===== src/rtl/sap1_pkg.sv =====
`default_nettype none
// +--------------------------------------------------------------------+
// | sap1_pkg : control-word bit positions and opcodes shared by the    |
// |            SAP-1 controller and datapath.          Revision: 1.0   |
// +--------------------------------------------------------------------+
package sap1_pkg;
  localparam int CW_W = 12;

  localparam int CE_B = 11;
  localparam int CO_B = 10;
  localparam int MI_B = 9;
  localparam int RO_B = 8;
  localparam int II_B = 7;
  localparam int IO_B = 6;
  localparam int AI_B = 5;
  localparam int AO_B = 4;
  localparam int SU_B = 3;
  localparam int EO_B = 2;
  localparam int BI_B = 1;
  localparam int OI_B = 0;

  localparam logic [3:0] OP_LDA = 4'd0;
  localparam logic [3:0] OP_ADD = 4'd1;
  localparam logic [3:0] OP_SUB = 4'd2;
  localparam logic [3:0] OP_OUT = 4'd14;
  localparam logic [3:0] OP_HLT = 4'd15;
endpackage
`default_nettype wire


===== src/rtl/sap1_alu.sv =====
`default_nettype none
// +--------------------------------------------------------------------+
// | sap1_alu : combinational add / two's-complement subtract with      |
// |            carry-out and zero detect.              Revision: 1.0   |
// +--------------------------------------------------------------------+
module sap1_alu #(
  parameter int WIDTH = 8
) (
  input  logic [WIDTH-1:0] i_a,
  input  logic [WIDTH-1:0] i_b,
  input  logic             i_su,
  output logic [WIDTH-1:0] o_result,
  output logic             o_carry,
  output logic             o_zero
);
  logic [WIDTH-1:0] w_b_op;
  logic [WIDTH:0]   w_sum;

  // Subtract as A + ~B + 1, so carry=1 means no borrow.
  assign w_b_op   = i_su ? ~i_b : i_b;
  assign w_sum    = {1'b0, i_a} + {1'b0, w_b_op} + {{WIDTH{1'b0}}, i_su};
  assign o_result = w_sum[WIDTH-1:0];
  assign o_carry  = w_sum[WIDTH];
  assign o_zero   = (w_sum[WIDTH-1:0] == '0);
endmodule
`default_nettype wire


===== src/rtl/sap1_datapath.sv =====
`default_nettype none
// +--------------------------------------------------------------------+
// | sap1_datapath : SAP-1 registers, RAM, ALU and shared 8-bit bus,    |
// |                 driven by the controller's control word. Rev: 1.0  |
// +--------------------------------------------------------------------+
module sap1_datapath
  import sap1_pkg::*;
#(
  parameter int WIDTH  = 8,
  parameter int ADDR_W = 4
) (
  input  logic              CLK,
  input  logic              RST,
  input  logic [CW_W-1:0]   CW,
  input  logic              HLT,
  input  logic              PROG_WE,
  input  logic [ADDR_W-1:0] PROG_ADDR,
  input  logic [WIDTH-1:0]  PROG_DATA,
  output logic [3:0]        OPCODE,
  output logic [WIDTH-1:0]  OUT_REG,
  output logic [WIDTH-1:0]  BUS,
  output logic              CF,
  output logic              ZF,
  output logic              BUS_ERR
);
  logic [ADDR_W-1:0] r_pc;
  logic [ADDR_W-1:0] r_mar;
  logic [WIDTH-1:0]  r_ir;
  logic [WIDTH-1:0]  r_a;
  logic [WIDTH-1:0]  r_b;
  logic [WIDTH-1:0]  r_out;
  logic              r_cf;
  logic              r_zf;
  logic              r_bus_err;
  logic [WIDTH-1:0]  r_ram [2**ADDR_W];

  logic [WIDTH-1:0]  w_bus;
  logic [WIDTH-1:0]  w_pc_ext;
  logic [WIDTH-1:0]  w_ir_ext;
  logic [WIDTH-1:0]  w_ram_rd;
  logic [WIDTH-1:0]  w_alu;
  logic              w_carry;
  logic              w_zero;
  logic [2:0]        w_n_drv;

  sap1_alu #(.WIDTH(WIDTH)) u_alu (
    .i_a      (r_a),
    .i_b      (r_b),
    .i_su     (CW[SU_B]),
    .o_result (w_alu),
    .o_carry  (w_carry),
    .o_zero   (w_zero)
  );

  assign w_pc_ext = {{(WIDTH-ADDR_W){1'b0}}, r_pc};
  assign w_ir_ext = {{(WIDTH-ADDR_W){1'b0}}, r_ir[ADDR_W-1:0]};
  assign w_ram_rd = r_ram[r_mar];
  assign w_n_drv  = {2'b0, CW[CO_B]} + {2'b0, CW[RO_B]} + {2'b0, CW[IO_B]}
                  + {2'b0, CW[AO_B]} + {2'b0, CW[EO_B]};

  // Contention or an idle bus both read as zero.
  always_comb begin
    w_bus = '0;
    if (w_n_drv == 3'd1) begin
      w_bus = ({WIDTH{CW[CO_B]}} & w_pc_ext)
            | ({WIDTH{CW[RO_B]}} & w_ram_rd)
            | ({WIDTH{CW[IO_B]}} & w_ir_ext)
            | ({WIDTH{CW[AO_B]}} & r_a)
            | ({WIDTH{CW[EO_B]}} & w_alu);
    end
  end

  always_ff @(posedge CLK) begin
    if (!RST) begin
      r_pc      <= '0;
      r_mar     <= '0;
      r_ir      <= '0;
      r_a       <= '0;
      r_b       <= '0;
      r_out     <= '0;
      r_cf      <= 1'b0;
      r_zf      <= 1'b0;
      r_bus_err <= 1'b0;
    end else if (!HLT) begin
      if (CW[CE_B]) r_pc  <= r_pc + ADDR_W'(1);
      if (CW[MI_B]) r_mar <= w_bus[ADDR_W-1:0];
      if (CW[II_B]) r_ir  <= w_bus;
      if (CW[AI_B]) r_a   <= w_bus;
      if (CW[BI_B]) r_b   <= w_bus;
      if (CW[OI_B]) r_out <= w_bus;
      if (CW[EO_B] && CW[AI_B]) begin
        r_cf <= w_carry;
        r_zf <= w_zero;
      end
      if (w_n_drv > 3'd1) r_bus_err <= 1'b1;
    end
  end

  // Program loading bypasses HLT; RAM is never cleared by reset.
  always_ff @(posedge CLK) begin
    if (RST && PROG_WE) r_ram[PROG_ADDR] <= PROG_DATA;
  end

  assign OPCODE  = r_ir[WIDTH-1 -: 4];
  assign OUT_REG = r_out;
  assign BUS     = w_bus;
  assign CF      = r_cf;
  assign ZF      = r_zf;
  assign BUS_ERR = r_bus_err;
endmodule
`default_nettype wire


===== config.mk =====
export PLATFORM = sky130hd
export DESIGN_NAME = sap1_datapath
export DESIGN_NICKNAME = d
export VERILOG_FILES = /design/src/rtl/sap1_pkg.sv /design/src/rtl/sap1_alu.sv /design/src/rtl/sap1_datapath.sv
export SDC_FILE = /design/constraint.sdc
export NUM_CORES = 1
export LEC_CHECK = 0
export CORE_MARGIN = 4
export CORE_UTILIZATION = 55
export DETAILED_ROUTE_END_ITERATION = 10
export GPL_TIMING_DRIVEN = 0
export PLACE_DENSITY = 0.78
export SLEW_MARGIN = 25
export SYNTH_ARGS = -nofsm -noshare
export SYNTH_HDL_FRONTEND = slang
export SYNTH_SLANG_ARGS = --single-unit
export TNS_END_PERCENT = 10

===== constraint.sdc =====
create_clock -name CLK -period 8.4 [get_ports CLK]
set_input_delay 2.1 -clock CLK [delete_from_list [all_inputs] [get_ports CLK]]
set_output_delay 2.1 -clock CLK [all_outputs]
set_load 0.02 [all_outputs]

## Word level (Yosys, flattened, before mapping)

Memory sizes are Yosys's and may differ from the RTL's. A register that Yosys moved wholly into a read port is not among the register bits.
Index checks and enable logic that the tools add are counted.

- Bits of input ports: 28
- Memories: 1
- Output and inout port bits: 23
- Bits in writable memories: 128
- Flip-flop bits (word level): 43
- Logic and storage cells: 47

Memories:

| memory | depth | bits a word | read ports | clocked after Yosys merged registers in | write ports | RTL line | RTL |
|---|---|---|---|---|---|---|---|
| r_ram | 16 | 8 | 1 | 1 | 1 | sap1_datapath.sv:35 | `logic [WIDTH-1:0] r_ram [2**ADDR_W];` |

- Muxes and demuxes: 6
- Eq/ne operators: 1
- Add/sub/neg operators: 7
- Bitwise operators: 11
- Order comparisons: 1
- Reduce and logical (&&, ||, !) cells: 11

Operator list:

| operator | count |
|---|---|
| 8-bit OR | 4 |
| 8-bit AND | 3 |
| 8-bit by 4-bit AND with 8-bit output | 2 |
| 8-bit 2-to-1 mux | 2 |
| 2-bit AND reduction | 8 |
| 8-bit by 8-bit adder with 9-bit output | 1 |
| 9-bit by 1-bit adder with 9-bit output | 1 |
| 8-bit zero test | 1 |
| 4-bit 2-to-1 mux | 2 |
| 8-bit inverter | 1 |
| 3-bit by 1-bit adder with 3-bit output | 2 |
| 4-bit by 1-bit adder with 4-bit output, second input constant | 1 |
| 2-bit by 1-bit adder with 3-bit output | 1 |
| 3-bit by 1-bit == test with 1-bit output, second input constant | 1 |
| 3-bit by 1-bit greater-than comparator with 1-bit output, second input constant | 1 |
| 1-bit by 1-bit adder with 2-bit output | 1 |
| 1-bit logical AND | 2 |
| 1-bit 2-to-1 mux | 2 |
| 1-bit inverter | 1 |

## Depth between registers and ports, before layout

- Depth after elaboration: 9
- Gate-level depth with buffers: 12
- Mapped depth without buffers: 10

## Hierarchy

A second synthesis with hierarchy kept.

- Cells, all modules: 564
- Area total of the unflattened synthesis: 7756.2 um^2

By module, submodules not included:

| module | cells an instance | area each (um^2) | times used |
|---|---|---|---|
| sap1_datapath | 508 | 7322.0 | 1 |
| sap1_alu | 56 | 434.2 | 1 |

## Worst setup path after synthesis

OpenSTA, ideal clock, no wires.

- Path type: in2out
- From: input CW[4]
- To: output BUS[0]
- Data arrival time: 4.717 ns
- Data required time: 6.300 ns
- Slack: 1.583 ns
- Buffers on the path: 2
- Cell stages on the path: 11
- Cell sequence: clkbuf_1 -> inv_1 -> fa_1 -> fa_1 -> ha_1 -> or3_1 -> clkbuf_1 -> nor2_1 -> o2111ai_1 -> o221a_2 -> inv_1

- Word-level cells in the longest chain between the ends: 4
- Elaborated cells on any way between the ends: 7
- Classes of those cells: add/sub (2); eq/ne (1); mux (1); bitwise (3)

RTL lines:

| element | RTL line | RTL |
|---|---|---|
| start, declared | sap1_datapath.sv:14 | `input logic [CW_W-1:0] CW,` |
| 3-bit by 1-bit adder with 3-bit output or 8-bit AND (tied branches) | sap1_datapath.sv:59, sap1_datapath.sv:68 |  |
| 3-bit by 1-bit adder with 3-bit output or 8-bit OR (tied branches) | sap1_datapath.sv:59, sap1_datapath.sv:68 |  |
| 3-bit by 1-bit == test with 1-bit output or 8-bit OR (tied branches) | sap1_datapath.sv:64, sap1_datapath.sv:69 |  |
| 8-bit 2-to-1 mux (*) | sap1_datapath.sv:64 | `if (w_n_drv == 3'd1) begin` |
| end, declared | sap1_datapath.sv:21 | `output logic [WIDTH-1:0] BUS,` |

Every way passes the cells marked *; elsewhere a longest branch is shown, timed or not.

## Worst setup path in the final report

- From: input CW[2]
- To: output BUS[0]

- Word-level cells in the longest chain between the ends: 3
- Elaborated cells on any way between the ends: 5
- Classes of those cells: add/sub (1); eq/ne (1); mux (1); bitwise (2)

RTL lines:

| element | RTL line |
|---|---|
| 3-bit by 1-bit adder with 3-bit output or 8-bit AND (tied branches) | sap1_datapath.sv:59, sap1_datapath.sv:69 |
| 3-bit by 1-bit == test with 1-bit output or 8-bit OR (tied branches) | sap1_datapath.sv:64, sap1_datapath.sv:69 |
| 8-bit 2-to-1 mux (*) | sap1_datapath.sv:64 |

Marks and branches as above.

==> results.md <==
* I/O pin count at 51
* Synth-to-layout area growth at 17.49%
* Final-report setup violation count at 0
* CTS H-tree lvls at 4
* Setup repair after global routing missed its margin: no
* Mapped Nets at 582
* Layout fillers at 934
* Post-DRT Antenna Nets at 0
* Endpoint kind of the worst setup timing path: output port
* Result of the run: completed
* # diodes at 0
* Syn avg cell area at between 10 and 15 um^2
* Count of vias placed by the detailed router at 4974
* Width of the die at 124.8 um
* Effective utilization at floorplan at between 50 and 60%
* Shortest clock period the worst path allows after layout at 8.191 ns
* Routed wirelength normalized by instance count at between 20 and 25 um
* Clock Skew at 0.01020 ns
* Critical Path Fanout Max at 10
* DRC violation count after routing at 0
* Post-CTS setup repair buffer count at 0
* Clock tree from TritonCTS: done
* Number of buffers added by the clock tree synthesis step at 17
* First-pass GRT wire length at 28.04 mm
* Portion of synthesized cell area occupied by the leading cell type at 51.23%
* Area contributors post-synth: sky130_fd_sc_hd__edfxtp_1, sky130_fd_sc_hd__dfxtp_1, sky130_fd_sc_hd__mux4_2
* Port-buffer cells at 48
* Maximum number of pins on one net before global-route repair at 17
* Number of synthesized flops with an enable pin at around 130
* Max clock buf depth at 2
* Measured slew at the worst slew-check pin at 0.9749 ns
* Achievable frequency at ~120 MHz
* Routed wire length at ~18 mm
* Layout cells sized above 1 at 11.59%
* Reg area at between 4000 and 5000 um^2
* Area of combinational cells with multiple inputs at 2549 um^2
* Largest voltage drop on the vdd net at between 0.15 and 0.2 mV
* Mapped Area at 7503 um^2
* Number of nets in the finished design at 649
* Post-synthesis sequential area ratio at between 60 and 70%
* Endpoint required time on the critical path at 6.30 ns
* Total negative setup slack at 0 ns
* Yosys warnings at 0
* Cell count of the worst hold path at 1
* Number of DRC markers in iteration 0 at 615
* Root cell of the clock tree: sky130_fd_sc_hd__clkbuf_16
* Final global-route overflow total at 0
* Worst rel slew slack at 34.76%
* Worst hold path type: flop to flop
* Post-synthesis async set-or-reset flop share at 0%
* Final RePlAce weighted congestion at 0.8945
* Amount of wire on met2 after detailed routing at around 8.8 mm
* Path depth of the worst reg2reg path at 8
* Gate count of the mapped netlist at 541
* Y dimension of the die at 124.8 um
* Number of distinct standard cells referenced by the synthesized netlist at 53
* Cell type contributing the most total cell area after synthesis: sky130_fd_sc_hd__edfxtp_1
* Number of max-slew violations in the final report at 0
* Number of rows created at floorplan at 42
* Clk pin slew, worst setup/hold paths at 0.06 ns
* Period utilisation layout at 97.51%
* Number of max-cap violations at 0
* Vias per cell at 6.241
* Pwr Density at 220.9 nW/um^2
* CTS resizes at 0
* Met3 layer wire length in the routed design at approximately 1.1 mm
* Leak at 3.005 nW
* Worst-case hold slack at ~0.47 ns
* Primary flip-flop cell chosen by synthesis mapping: sky130_fd_sc_hd__edfxtp_1
* Uppermost layer routed: met4
* Flip-flop and latch count after synthesis at 175
* Antenna violations before repair at 0
* Hold violation count in the final report at 0
* Total global-route track usage at between 20% and 30%
* Area of the core at 13300 um^2
* Total of hold buffers inserted after clock tree synthesis at 0
* Total clock sinks at 175
* Arrival time worst endpoint at 6.09 ns
* Wire length the detailed router placed on met1 at slightly above 7 mm
* Worst setup SP type: primary input
* Via count of the first global-routing pass at just over 5000
* Setup Crit Path Kind: primary input to output port
* Sum of net half-perimeters after detailed placement at 12.19 mm
* Clock insertion delay at the later pin of the skew report at 0.42 ns
* Area of the die at 15580 um^2
* First-pass detailed-route iteration total at 6
[worst max-delay path, stage by stage]
cell                              delay (ns)
sky130_fd_sc_hd__clkdlybuf4s50_1        0.62
sky130_fd_sc_hd__inv_1                  0.14
sky130_fd_sc_hd__fa_1                   0.51
sky130_fd_sc_hd__fa_1                   0.40
sky130_fd_sc_hd__ha_1                   0.31
sky130_fd_sc_hd__or3_1                  0.43
sky130_fd_sc_hd__clkbuf_1               0.29
sky130_fd_sc_hd__nor2_1                 0.24
sky130_fd_sc_hd__o2111ai_1              0.15
sky130_fd_sc_hd__o221a_2                0.23
sky130_fd_sc_hd__inv_1                  0.07
sky130_fd_sc_hd__clkdlybuf4s50_1        0.59
[kinds of logic (layout without fill, tap and decap cells)]
| group | after synthesis | in the layout | share of synthesized area, % |
|---|---|---|---|
| compound gates | 106 | 106 | 9.672 |
| xor+xnor | 15 | 15 | 1.751 |
| fa+ha+maj | 13 | 13 | 2.468 |
| buf+inv | 43 | 123 | 2.601 |
| flops | 175 | 175 | 63.77 |
| mux | 54 | 54 | 10.71 |
| simple gates | 135 | 135 | 9.038 |
[synth_stat cells, drive strengths merged, types with 6 or more instances]
cell type,n
a32o,9
nand3,14
and2,12
inv,13
clkbuf,17
edfxtp,128
buf,13
o21ai,25
and3,7
ha,10
mux2i,33
dfxtp,47
nor2b,9
nor3,6
nand4,8
mux4,21
nand2b,10
a22oi,11
a21oi,27
nand2,32
xor2,10
nor2,29
[per-layer routing]
metal,up-vias,track usage (%)
li1,2220,-
met1,2455,29.77
met2,250,38.74
met3,49,5.060
met4,0,10.96
met5,-,0
[final cells by class]
| cell class | count | share of cell area, % |
|---|---|---|
| repair buffers | 48 | 5.450 |
| clock inverters | 13 | 1.746 |
| inverters | 13 | 0.5535 |
| flip-flops and latches | 175 | 54.27 |
| clock buffers | 19 | 4.911 |
| multi-input cells | 323 | 28.91 |
| plain buffers | 30 | 1.661 |
| well taps | 176 | 2.498 |
[worst paths after layout]
| check | startpoint | endpoint | slack [ns] |
|---|---|---|---|
| max reg2reg | r_b[0] | r_b[4] | 5.42 |
| max | CW[2] | BUS[0] | 0.21 |
| min | BUS_ERR | BUS_ERR | 0.47 |
| min reg2reg | BUS_ERR | BUS_ERR | 0.47 |
[state kept, by name (all words and copies together) (netlist names), named ones only]
| register | cells |
|---|---|
| r_ram | 128 |
| ZF | 1 |
| r_a | 8 |
| r_b | 8 |
| OUT_REG | 8 |
| r_ir | 8 |
| BUS_ERR | 1 |
| r_pc | 4 |
| CF | 1 |
| r_mar | 4 |
[power by group]
group	internal, mW	leakage (nW)	switching [mW]
Combinational	0.0852	1.19	0.129
Clock	0.445	0.280	0.335
Sequential	0.944	1.54	0.00933
[through the flow]
| stage | util, % | cells | area (um^2) | setup slack, ns | power, mW |
|---|---|---|---|---|---|
| 2_1_floorplan | - | 541 | 7503 | 1.583 | 1.098 |
| 3_3_place_gp | 61.71 | 765 | 8204 | 0.2971 | 1.174 |
| 3_5_place_dp | 61.86 | 765 | 8224 | 0.2566 | 1.181 |
| 4_1_cts | 66.27 | 797 | 8811 | 0.2297 | 1.950 |
| 5_1_grt | 66.31 | 797 | 8816 | 0.01150 | 2.015 |
| 6_report | 66.31 | 797 | 8816 | 0.2091 | 1.948 |
[cell usage in the layout (no fill, tap or decap), drive strengths merged, types with 8 or more instances in the layout]
cell type      netlist  final
dfxtp               47     47
inv                 13     18
and2                12     12
xor2                10     10
nand4                8      8
mux2i               33     33
nand3               14     14
a22oi               11     11
nor2                29     29
ha                  10     10
buf                 13     13
a21oi               27     27
edfxtp             128    128
mux4                21     21
a32o                 9      9
clkbuf              17     36
nor2b                9      9
o21ai               25     25
clkdlybuf4s50        0     48
nand2b              10     10
nand2               32     32
No activity file was read; power rests on OpenSTA's default activity.
